[src/rtl/if_id_fetch_stage.sv]
// if_id_fetch_stage: PC register and IF/ID pipeline register; FETCH_PERF_CNT_EN builds the stall/flush counters
module if_id_fetch_stage #(
  parameter logic [31:0] PC_RESET  = 32'h0000_0000,
  parameter logic [31:0] NOP_INSTR = 32'h0000_0000
) (
  input  logic        clk,
  input  logic        reset,
  input  logic        PCWrite,
  input  logic        IF_ID_Write,
  input  logic        IF_Flush,
  input  logic        PCSrc,
  input  logic [31:0] branch_target,
  output logic [31:0] imem_addr,
  input  logic [31:0] imem_data,
  output logic [31:0] IF_ID_PC4,
  output logic [31:0] IF_ID_Instr,
  output logic        IF_ID_valid,
  output logic [15:0] stall_count,
  output logic [15:0] flush_count
);
  logic [31:0] pc;
  logic [31:0] pc_plus4;
  assign pc_plus4  = pc + 32'd4;
  assign imem_addr = pc;
  // PC: hold on stall, otherwise redirect to the word-aligned target or advance
  always_ff @(posedge clk or posedge reset)
    if (reset) pc <= PC_RESET & ~32'd3;
    else if (PCWrite) pc <= PCSrc ? (branch_target & ~32'd3) : pc_plus4;
  // IF/ID: flush beats hold, so a taken branch always leaves a bubble
  always_ff @(posedge clk or posedge reset)
    if (reset) begin
      IF_ID_Instr <= NOP_INSTR;
      IF_ID_PC4   <= '0;
      IF_ID_valid <= 1'b0;
    end else if (IF_Flush) begin
      IF_ID_Instr <= NOP_INSTR;
      IF_ID_PC4   <= '0;
      IF_ID_valid <= 1'b0;
    end else if (IF_ID_Write) begin
      IF_ID_Instr <= imem_data;
      IF_ID_PC4   <= pc_plus4;
      IF_ID_valid <= 1'b1;
    end
`ifdef FETCH_PERF_CNT_EN
  logic [15:0] stall_q;
  logic [15:0] flush_q;
  // saturating event counters, cleared only by reset
  always_ff @(posedge clk or posedge reset)
    if (reset) begin
      stall_q <= '0;
      flush_q <= '0;
    end else begin
      if (!PCWrite && !IF_ID_Write && stall_q != 16'hFFFF) stall_q <= stall_q + 16'd1;
      if (IF_Flush && flush_q != 16'hFFFF) flush_q <= flush_q + 16'd1;
    end
  assign stall_count = stall_q;
  assign flush_count = flush_q;
`else
  assign stall_count = 16'h0000;
  assign flush_count = 16'h0000;
`endif
endmodule

[config.mk]
export PLATFORM = sky130hd
export DESIGN_NAME = if_id_fetch_stage
export DESIGN_NICKNAME = d
export VERILOG_FILES = /design/src/rtl/if_id_fetch_stage.sv
export SDC_FILE = /design/constraint.sdc
export NUM_CORES = 1
export LEC_CHECK = 0
export ABC_AREA = 1
export BUFFER_PORTS_ARGS = -buffer_cell sky130_fd_sc_hd__buf_4
export CAP_MARGIN = 20
export CORE_MARGIN = 10
export CORE_UTILIZATION = 35
export CTS_CLUSTER_SIZE = 12
export DETAILED_ROUTE_END_ITERATION = 10
export PLACE_DENSITY_LB_ADDON = 0.25
export SETUP_SLACK_MARGIN = 0.05
export SLEW_MARGIN = 10
export SYNTH_ARGS = -nofsm -noshare
export SYNTH_HDL_FRONTEND = slang
export SYNTH_SLANG_ARGS = --single-unit
export TNS_END_PERCENT = 100
[constraint.sdc]
create_clock -name clk -period 8.3 [get_ports clk]
set_input_delay 0.83 -clock clk [delete_from_list [all_inputs] [get_ports clk]]
set_output_delay 0.83 -clock clk [all_outputs]
set_load 0.02 [all_outputs]
== After elaboration in Yosys (flattened, before gate mapping) ==
Index checks and enable logic that the tools add are counted.
Storage, ports and cells
  bits in registers: 97
  input port bits: 70
  output and inout port bits: 129
  logic and storage cells: 13
Operators by class
  $add $sub $neg: 1
  muxes and demuxes: 7
  reductions and logical operators: 1
Operator list (number)
  $mux W32: 5
  $add A32 B3 Y32 const B: 1
  $mux W1: 2
  $reduce_bool A2 Y1: 1

== Depth between registers and ports, before layout ==
Gate-level depths: netlist (run 1).
  depth in word-level cells: 3
  gate-level depth with buffers: 10
  depth with buffers taken out: 10

== Worst setup path after synthesis (run 1) ==
Ideal clock, no wire load.
  path kind: input to register
  start: in PCSrc
  end: reg pc[5] (netlist: imem_addr[5])
  library setup time: 132 ps
  arrival time: 1541 ps
  required time: 8168 ps
  setup slack: 6627 ps
  cell stages on the path: 6
  path buffers: 2
  cells stage by stage: inv_1 -> buf_2 -> buf_1 -> nand2_1 -> o211ai_1 -> o21ai_0
On the way
  cells in the longest elaborated chain, start to end: 1
RTL lines
  from (decl): RTL line 11  | input logic PCSrc,
  $mux W32: RTL line 28  | else if (PCWrite) pc <= PCSrc ? (branch_target & ~32'd3) : pc_plus4;
  to (signal assigned): RTL line 27  | if (reset) pc <= PC_RESET & ~32'd3;
  to (signal assigned): RTL line 28
  to (decl): RTL line 21  | logic [31:0] pc;
No other way between the ends.
A chain may end at the register's enable or synchronous reset.

== Worst setup path in the final report (run 1) ==
  start: in IF_ID_Write
  end: reg IF_ID_PC4[2]
On the way
  cells in the longest elaborated chain, start to end: 1
RTL lines
  from (decl): RTL line 9  | input logic IF_ID_Write,
  $reduce_bool A2 Y1 (no source line)
  to (signal assigned): RTL line 41  | IF_ID_PC4 <= pc_plus4;
  to (decl): RTL line 15  | output logic [31:0] IF_ID_PC4,
No other way between the ends.

==> results of run 1 <==
cell usage after synthesis (all sizes together):
| cell type | number | area (um2) |
|---|---|---|
| o21ai | 29 | 160 |
| buf | 39 | 280 |
| o21bai | 1 | 7.51 |
| a21oi | 15 | 78.8 |
| nand2 | 205 | 800 |
| xnor2 | 1 | 8.76 |
| inv | 38 | 143 |
| o22ai | 2 | 12.5 |
| nor2 | 88 | 410 |
| a22o | 36 | 315 |
| and2 | 5 | 31.3 |
| xor2 | 8 | 70.1 |
| nor3b | 1 | 7.51 |
| o211ai | 1 | 7.51 |
| ha | 1 | 12.5 |
| dfrtp | 94 | 2350 |
| conb | 1 | 3.75 |
| o21a | 2 | 15.0 |
| nand3 | 31 | 155 |
| clkbuf | 19 | 71.3 |
flip-flops by register name, summed over array words and instances (netlist names):
register     count
IF_ID_Instr     32
IF_ID_PC4       31
imem_addr       30
IF_ID_valid      1
worst paths after layout:
check / to / cells past startpoint / slack [ns] / from
max: IF_ID_PC4[2]$_DFFE_PP0P_ / 6 / 6.13 / IF_ID_Write
min: IF_ID_Instr[15]$_DFFE_PP0P_ / 2 / 0.47 / reset
max reg2reg: imem_addr[20]$_DFFE_PP0P_ / 10 / 6.60 / imem_addr[2]$_DFFE_PP0P_
min reg2reg: IF_ID_PC4[21]$_DFFE_PP0P_ / 2 / 0.48 / IF_ID_PC4[21]$_DFFE_PP0P_
max in group asynchronous: IF_ID_PC4[18]$_DFFE_PP0P_ / 3 / 6.67 / reset
min in group clk: IF_ID_PC4[21]$_DFFE_PP0P_ / 2 / 0.48 / IF_ID_PC4[21]$_DFFE_PP0P_
cell families (layout without fill, tap and decap cells):
family	Yosys count	after routing
simple gates	330	330
buf+inv	96	221
xor+xnor	9	9
flops	94	94
other cells	1	34
fa+ha+maj	1	1
compound gates	86	86
metrics by stage:
step                      hold slack, ns  power (mW)  std cells  instance area, um2
after detailed placement           0.467       0.853        939                6210
after CTS                          0.477        1.31        955                6530
final                              0.472        1.29        955                6530
after global routing               0.495        1.36        955                6530
after floorplan                    0.588       0.726        650                5070
after global placement             0.470       0.849        939                6210
area by class of cell:
type / count / area, um2
Sequential cell: 94 / 2350
Timing Repair Buffer: 167 / 1250
Clock inverter: 6 / 85.1
Multi-Input combinational cell: 460 / 2230
Inverter: 38 / 145
Clock buffer: 10 / 239
Tap cell: 180 / 225
Fill cell: 1410 / 7350
critical path, cell delays in order:
cell	delay (ns)
buf_4	0.12
inv_1	0.07
nor2_4	0.52
buf_4	0.40
inv_1	0.25
o21ai_0	0.22
cells in the final DEF, fill, tap and decap left out:
cell type   count
nand2_1       197
buf_4         167
dfrtp_1        94
nor2_1         76
inv_1          36
a22o_1         36
conb_1         34
nand3_1        31
o21ai_0        24
a21oi_1        14
clkbuf_16       9
xor2_1          8
nor2_4          7
nand2_2         6
and2_1          5
o21ai_2         4
nor2_2          3
nand2_4         2
nor2_8          2
o21a_1          2
o22ai_1         2
bufinv_16       2
clkinv_2        2
clkinvlp_4      2
nor3b_1         1
xnor2_1         1
inv_4           1
o21ai_1         1
o21bai_1        1
clkinv_1        1
o211ai_1        1
a21oi_2         1
ha_1            1
clkbuf_8        1
routing by layer:
layer	up-vias	global-route usage (%)	part of all wire [%]
met5	-	0	0
met4	0	5.22	1.2
met2	156	24.9	46
met3	12	5.31	8.0
li1	2219	-	-
met1	2043	20.7	45
power groups by stage:
stage | combinational, mW | sequential (mW) | clock, mW
floorplan | 0.137 | 0.589 | 0
global placement | 0.301 | 0.548 | 0
detailed placement | 0.304 | 0.550 | 0
CTS | 0.305 | 0.541 | 0.464
global route | 0.331 | 0.547 | 0.485
finish | 0.301 | 0.541 | 0.450
==> metrics.yaml, run 1 <==
run_status:
  status: "finished clean"
power:
  p_switching_uw: 408
  p_leak_nw: 3.50
  pwr-share-seq_pct: 41.9
  internal-power_uw: 884
  p_clk_share_pct: 34.8
  switching_share_pct: 31.6
  pwr-share-comb_pct: 23.3
  power_density_nw_per_um2: 198
  vdd_drop_max_mv: 0.0959
cts:
  clk_pin_slew_worst_paths_ns: 0.06
  clk_path_buf_depth: 2
  clock_latency_ns: 0.35
  h-tree-depth: 3
  cts_setup_buffers: 0
  cts_resized: 0
  numCtsBuffers: 9
  root_buffer: "clkbuf_16"
  cts_num_sinks: 94
  cts-hold-fix-buffers: 0
  cts_tree: "built"
yosys:
  synth_top_family_by_area: "simple AND/OR/NAND/NOR gates"
  synth_area_um2: 4940
  ys.warnings.count: 0
  yosysSeqAreaShare_pct: 47.6
  synthCells: 617
  synth_compound_area_share_pct: 12.1
  yosysUniqueCellTypes: 30
  synth_fa_ha_area_share_pct: 0.253
  synthXorXnorAreaFrac_pct: 1.59
  synthSimpleGateAreaFrac_pct: 28.4
  synth_area_per_cell_um2: 8.01
  synth.ff_latch_count: 94
  synthMuxAreaShare_pct: 0
final_layout:
  antenna_cells: 0
  drive_above_1_share_pct: 27.0
  utilization_pct: 47.1
  area_delta_synth_final_pct: 32.2
  nets: 841
global_routing:
  gr-total-overflow: 0
  grt_pass1_vias: 4524
  grt_usage_pct: 16.1
  grt_max_degree: 65
  antenna_found_initial: 0
  grt_pass1_wl_mm: 25.3
die:
  coreArea_um2: 13900
  rows: 43
  fp.dieH_um: 139
  io_pins: 199
  start_util_pct: 35.6
  die_w_um: 139
  die-area_um2: 19300
critical_path:
  endpoint_kind: "register"
  worstPathRequired_ns: 8.56
  cp_max_fo: 29
  crit_type: "primary input to register"
  critPathArrivalTime_ns: 2.43
  critPathLaunchType: "primary input"
sta:
  fin_tns_setup_ns: 0
  slew-limit-headroom_pct: 44.2
  tightest_slew_ns: 0.836
  max_freq_mhz: 461
  finalClockSkew_ns: 0.0111
  final-setup-viol-count: 0
  fin_crit_ns: 2.17
  worst_slack_ns: 6.13
  rsz0062_at_grt: "false"
  period_share_pct: 26.1
  maxSlewViolCount: 0
  hold_viol_final: 0
worst_hold_path:
  hold_path.class: "primary input to async pin"
flow_run:
  max-cap-violations: 0
route:
  drc: 0
  first_iter_violations: 203
  wirelength_mm: 15.7
  ant_nets: 0
  avgRoutedWirePerCell_um: 16.4
  first_pass_iters: 4
  via_per_inst: 4.64
  num_vias: 4430
placement:
  gp_congestion: 0.873
  dp_slack_ns: 5.77
  hpwlAfterDp_mm: 12.0
  portBuffers: 162
(Power assumes the default switching activity.)
==> run 2: changes to the inputs <==
==> constraint.sdc (replaced) <==
create_clock -name clk -period 2.2 [get_ports clk]
set_input_delay 0.22 -clock clk [delete_from_list [all_inputs] [get_ports clk]]
set_output_delay 0.22 -clock clk [all_outputs]
set_load 0.02 [all_outputs]
==> run 2 against run 1 <==
  * Largest cell class unchanged
  * Setup slack lost 5.6 ns
  * First-iteration DRC count grew 9.9%
  * Die area is the same
  * Worst hold slack lost 0.39 ns
  * Critical path type is now register to register
  * Sequential cell count is the same
  * Sequential share of layout area shrank 0.15 points
==> metrics.yaml, run 2 (synthesis results as in run 1) <==
run_status:
  status: "finished clean"
critical_path:
  worstReg2RegStart: "imem_addr[2]$_DFFE_PP0P_"
  slowest_stage: "dfrtp_1"
  crit_end: "IF_ID_PC4[26]$_DFFE_PP0P_"
  cpPeakStageDelay_ns: 0.43
  r2r_slack_ns: 0.52
  cp_common_cell: "nand2_1"
  critPathBufInv: 0
  worstPathRequired_ns: 2.44
  r2r_cells: 10
  r2r_end: "IF_ID_PC4[26]$_DFFE_PP0P_"
  crit_start: "imem_addr[2]$_DFFE_PP0P_"
  path_depth: 10
  critPathLaunchType: "register"
  crit_type: "register to register"
  crit_family: "simple AND/OR/NAND/NOR gates"
  crit_chain: "ha_1 -> nand2_2 -> nor2_4 -> nand2_4 -> nor2_8 -> nand2_1 -> nand2_1 -> nand2_1 -> nand2_1 -> nand2_1"
  critPathArrivalTime_ns: 1.92
  cp_max_fo: 6
  endpoint_kind: "register"
final_layout:
  largest_reg_flops: 32
  antenna_cells: 0
  nets: 844
  regMostFlops: "IF_ID_Instr"
  layout_commonest_cell: "nand2_1"
  final_cell_mix: "nand2_1, buf_4, dfrtp_1"
  instances_no_fill: 958
  drive_above_1_share_pct: 27.0
  num-fill-cells: 1401
  area_delta_synth_final_pct: 32.7
cts:
  clk_pin_slew_worst_paths_ns: 0.07
  numCtsBuffers: 9
  cts_num_sinks: 94
  cts_setup_buffers: 0
  root_buffer: "clkbuf_16"
  h-tree-depth: 3
  clock_latency_ns: 0.35
  clk_path_buf_depth: 2
  cts_tree: "built"
die:
  start_util_pct: 35.6
  die-area_um2: 19300
  fp.dieH_um: 139
  die_w_um: 139
  io_pins: 199
  rows: 43
  coreArea_um2: 13900
sta:
  period_share_pct: 76.4
  slew-limit-headroom_pct: 64.3
  rsz0062_at_grt: "false"
  hold_viol_final: 0
  maxSlewViolCount: 0
  finalClockSkew_ns: 0.00801
  fin_crit_ns: 1.68
  tightest_slew_ns: 0.534
  holdWs_ns: 0.0814
  final-setup-viol-count: 0
  fin_tns_setup_ns: 0
  max_freq_mhz: 595
global_routing:
  grt_pass1_wl_mm: 24.8
  grt_max_degree: 74
  gr-total-overflow: 0
  grt_pass1_vias: 4479
  grt_usage_pct: 15.8
  antenna_found_initial: 0
route:
  first_pass_iters: 6
  first_iter_violations: 223
  via_per_inst: 4.68
  num_vias: 4479
  avgRoutedWirePerCell_um: 16.5
  drc: 0
  ant_nets: 0
  wirelength_mm: 15.8
power:
  p_leak_nw: 3.50
  power_density_nw_per_um2: 727
  vdd_drop_max_mv: 0.376
worst_hold_path:
  hold_path.class: "primary input to register"
placement:
  gp_congestion: 0.837
  portBuffers: 162
  hpwlAfterDp_mm: 12.2
  placed_cells: 941
flow_run:
  max-cap-violations: 0
-- run 2: metrics by stage --
| step | utilization [%] | total power, mW | instance area, um2 | worst slack, ns |
|---|---|---|---|---|
| floorplan | - | 2.74 | 5070 | 0.599 |
| global placement | 45.0 | 3.21 | 6250 | 0.564 |
| detailed placement | 45.0 | 3.23 | 6250 | 0.508 |
| CTS | 47.3 | 4.85 | 6560 | 0.494 |
| global route | 47.3 | 5.02 | 6560 | 0.352 |
| finish | 47.3 | 4.77 | 6560 | 0.520 |
-- run 2: worst min path at each step --
stage | startpoint | to | slack (ns) | cells past startpoint
after floorplan | IF_Flush | IF_ID_valid$_DFFE_PP0P_ | 0.29 | 1
after global placement | reset | IF_ID_Instr[12]$_DFFE_PP0P_ | 0.28 | 2
after detailed placement | reset | IF_ID_Instr[12]$_DFFE_PP0P_ | 0.30 | 2
after CTS | IF_ID_Write | IF_ID_PC4[1]$_DFFE_PP0P_ | 0.07 | 2
after global routing | IF_ID_Write | IF_ID_PC4[1]$_DFFE_PP0P_ | 0.07 | 2
final | IF_ID_Write | IF_ID_PC4[1]$_DFFE_PP0P_ | 0.08 | 2
-- run 2: timing repair --
item / CTS / global route
hold buffers: 1 / 0
hold endpoints to repair: 21 / 0
endpoints found under the setup margin: 0 / 0
resized for setup: 0 / 0
-- run 2: layout make-up --
type	instances	area, um2	area share (%)
clock buffer	10	229	3.49
clock inverter	6	71.3	1.09
sequential	94	2350	35.9
multi-input combinational	460	2230	34.0
tap	180	225	3.43
timing repair buffer	170	1300	19.9
inverter	38	146	2.23
-- run 2: per-layer routing --
layer	GRT usage, %	wire length [um]	up-vias
met4	5.00	212	0
met2	24.5	7170	159
met3	4.86	1150	13
met5	0	0	-
li1	-	-	2221
met1	20.7	7230	2086
-- run 2: power by group --
group          total [mW]  internal (mW)  leakage [nW]  switching, mW
logic                1.14          0.443          2.16          0.701
clock network        1.59          0.890         0.139          0.696
registers            2.04           1.88          1.21          0.166
total                4.77           3.21          3.50           1.56
==> run 3: changes to the inputs <==
--- a/config.mk
+++ b/config.mk
@@ -5,7 +5,7 @@
 export SDC_FILE = /design/constraint.sdc
 export NUM_CORES = 1
 export LEC_CHECK = 0
-export ABC_AREA = 1
+export ABC_AREA = 0
 export BUFFER_PORTS_ARGS = -buffer_cell sky130_fd_sc_hd__buf_4
 export CAP_MARGIN = 20
 export CORE_MARGIN = 10
==> constraint.sdc (replaced) <==
create_clock -name clk -period 1.6 [get_ports clk]
set_input_delay 0.16 -clock clk [delete_from_list [all_inputs] [get_ports clk]]
set_output_delay 0.16 -clock clk [all_outputs]
set_load 0.02 [all_outputs]
==> run 3 against run 2 <==
  * The flow now finishes with violations (setup timing)
  * Non-clock buffer count grew 93
  * Die area up 6.0%
  * Utilization increased by 7.0 points
  * First-iteration DRC count increased by 30%
  * Combinational power is 110% higher
  * Global-route usage up 1.0 points
  * Wire length up 14%
  * Synthesized area up 7.0%
  * Setup slack got worse by 0.66 ns
  * Fmax decreased by 3.3%
  * Critical path depth fell by 6
  * Critical path type unchanged
==> metrics.yaml, run 3 <==
power:
  power_density_nw_per_um2: 964
  pwr-share-seq_pct: 36.6
  internal-power_mw: 5.25
  p_clk_share_pct: 32.8
  pwr-share-comb_pct: 30.5
  switching_share_pct: 31.4
  p_switching_mw: 2.41
  vdd_drop_max_mv: 0.520
  p_leak_nw: 3.72
placement:
  gp_congestion: 0.878
  placed_area_um2: 7120
  portBuffers: 162
  hpwlAfterDp_mm: 13.3
die:
  coreArea_um2: 14600
  start_util_pct: 36.1
  io_pins: 199
  fp.dieH_um: 143
  die-area_um2: 20400
  rows: 44
  die_w_um: 143
yosys:
  yosysSeqAreaShare_pct: 44.5
  yosysTopAreaCell: "dfrtp_1"
  synth_top_area_share_pct: 44.5
  synth.ff_latch_count: 94
  yosysUniqueCellTypes: 56
  ys.flop_type: "dfrtp_1"
  synthArstFlopShare_pct: 100
  ys.warnings.count: 0
  synth_area_um2: 5290
  ys_top_cells_by_count: "dfrtp_1, nor2_1, buf_4"
  synthTopCellsByArea: "dfrtp_1, mux2i_1, nor2_1, buf_4, nand3_1"
  synth_edf_count: 0
  synth_area_per_cell_um2: 9.43
  yosysMostFrequentCell: "dfrtp_1"
  synthCells: 561
cts:
  numCtsBuffers: 9
  clk_pin_slew_worst_paths_ns: 0.07
  clk_path_buf_depth: 2
  cts_tree: "built"
  cts_num_sinks: 94
  h-tree-depth: 3
  clock_latency_ns: 0.35
  root_buffer: "clkbuf_16"
critical_path:
  worstPathRequired_ns: 1.85
  r2r_slack_ns: -0.14
  crit_end: "imem_addr[25]$_DFFE_PP0P_"
  slowest_stage: "or4_4"
  cp_max_fo: 4
  endpoint_kind: "register"
  r2r_cells: 4
  critPathLaunchType: "register"
  worstReg2RegStart: "imem_addr[19]$_DFFE_PP0P_"
  cpPeakStageDelay_ns: 0.52
  cp_common_cell: "or4_4"
  r2r_end: "imem_addr[25]$_DFFE_PP0P_"
  critPathArrivalTime_ns: 1.99
  crit_start: "imem_addr[19]$_DFFE_PP0P_"
  crit_chain: "nand4_1 -> or4_4 -> or4_4 -> o211ai_1"
  crit_type: "register to register"
sta:
  final-setup-viol-count: 22
  slew-limit-headroom_pct: 65.7
  period_share_pct: 109
  maxSlewViolCount: 0
  rsz0062_at_grt: "true"
  finalClockSkew_ns: 0.00918
  worst_slack_ns: -0.136
  fin_tns_setup_ns: -1.68
  tightest_slew_ns: 0.514
  fin_crit_ns: 1.74
  hold_viol_final: 0
  max_freq_mhz: 576
final_layout:
  regMostFlops: "IF_ID_Instr"
  layout_commonest_cell: "buf_4"
  seq_area_um2: 2380
  multi_input_area_um2: 2860
  final_cell_mix: "buf_4, nor2_1, dfrtp_1"
  largest_reg_flops: 32
  utilization_pct: 54.2
  num-fill-cells: 1306
  nets: 859
  area_delta_synth_final_pct: 50.1
  antenna_cells: 0
  final_area_um2: 7940
  drive_above_1_share_pct: 45.9
run_status:
  violations: "setup timing"
  status: "finished, violations left"
route:
  first_iter_violations: 291
  num_vias: 5094
  wirelength_mm: 17.9
  avgRoutedWirePerCell_um: 18.3
  wl_met1_mm: 7.77
  top_layer: "met4"
  wl_met3_mm: 1.49
  first_pass_iters: 5
  via_per_inst: 5.21
  ant_nets: 0
  wl_met2_mm: 8.41
  drc: 0
global_routing:
  grt_usage_pct: 16.9
  grt_max_degree: 95
  grt_pass1_vias: 5212
  antenna_found_initial: 0
  gr-total-overflow: 0
  grt_pass1_wl_mm: 27.8
worst_hold_path:
  hold_path.class: "primary input to register"
  whs_path_depth: 3
flow_run:
  max-cap-violations: 0
run 3: changes by cell type after synthesis, moves of 10 or more:
cell      previous run  this run
o211ai_1             1        13
nand4_1              0        12
inv_1               38        11
a211oi_1             0        12
mux2i_1              0        34
or4_1                0        15
a22o_1              36        12
nand2_1            197        23
or3_1                0        10
a311oi_1             0        13
run 3: worst max-delay path: cells and delay by family, from the launching register on:
kind,cells,cell delay [ns]
compound gates,1,0.12
flops,1,0.40
simple gates,3,1.12
run 3: logic make-up after synthesis:
family / count (synthesis) / synth area share [%]
xor gates and xnor gates: 11 / 1.82
other: 1 / 0.0709
DFF: 94 / 44.5
and+or+nand+nor: 211 / 21.1
muxes: 34 / 6.44
AOI/OAI and AO/OA: 118 / 16.4
adders and majority gates: 1 / 0.237
buffers and inverters: 91 / 9.49
run 3: final cells by class:
| type | count | share of cell area, % |
|---|---|---|
| Inverter | 11 | 0.567 |
| Tap cell | 184 | 2.90 |
| Multi-Input combinational cell | 409 | 36.0 |
| Timing Repair Buffer | 263 | 26.2 |
| Clock buffer | 11 | 3.06 |
| Sequential cell | 94 | 30.0 |
| Clock inverter | 5 | 1.34 |
run 3: power groups by stage:
| stage | logic, mW | clock network, mW | registers (mW) |
|---|---|---|---|
| 3_3_place_gp | 2.15 | 0 | 2.83 |
| 5_1_grt | 2.53 | 2.65 | 2.84 |
| 3_5_place_dp | 2.18 | 0 | 2.84 |
| 6_report | 2.34 | 2.51 | 2.80 |
| 4_1_cts | 2.26 | 2.56 | 2.80 |
| 2_1_floorplan | 0.904 | 0 | 3.16 |
run 3: repair_timing:
item	in CTS	in global routing
pin swaps	24	20
gates resized for setup	39	38
hold buffers	1	0
setup buffers	10	11
endpoints found under the setup margin	43	47
endpoints found under the hold margin	83	0
run 3: worst min path at each step:
stage                      startpoint                          to
floorplan           branch_target[24]   imem_addr[24]$_DFFE_PP0P_
global placement                reset  IF_ID_Instr[1]$_DFFE_PP0P_
detailed placement              reset  IF_ID_Instr[8]$_DFFE_PP0P_
CTS                 branch_target[18]   imem_addr[18]$_DFFE_PP0P_
global route        branch_target[20]   imem_addr[20]$_DFFE_PP0P_
finish              branch_target[18]   imem_addr[18]$_DFFE_PP0P_
run 3: metrics by stage:
step                      instances  hold WS [ns]  power, mW  setup slack (ns)
after floorplan                 594         0.301       4.06            -0.191
after global placement          942         0.352       4.98            -0.122
after detailed placement        942         0.353       5.03            -0.151
after CTS                       969        0.0397       7.63            -0.116
after global routing            977        0.0454       8.01            -0.218
final                           977        0.0463       7.66            -0.136
run 3: metal layers:
layer  vias up  global-route usage (%)
li1       2429                       -
met1      2466                    21.0
met2       180                    27.1
met3        19                    5.67
met4         0                    5.10
met5         -                       0
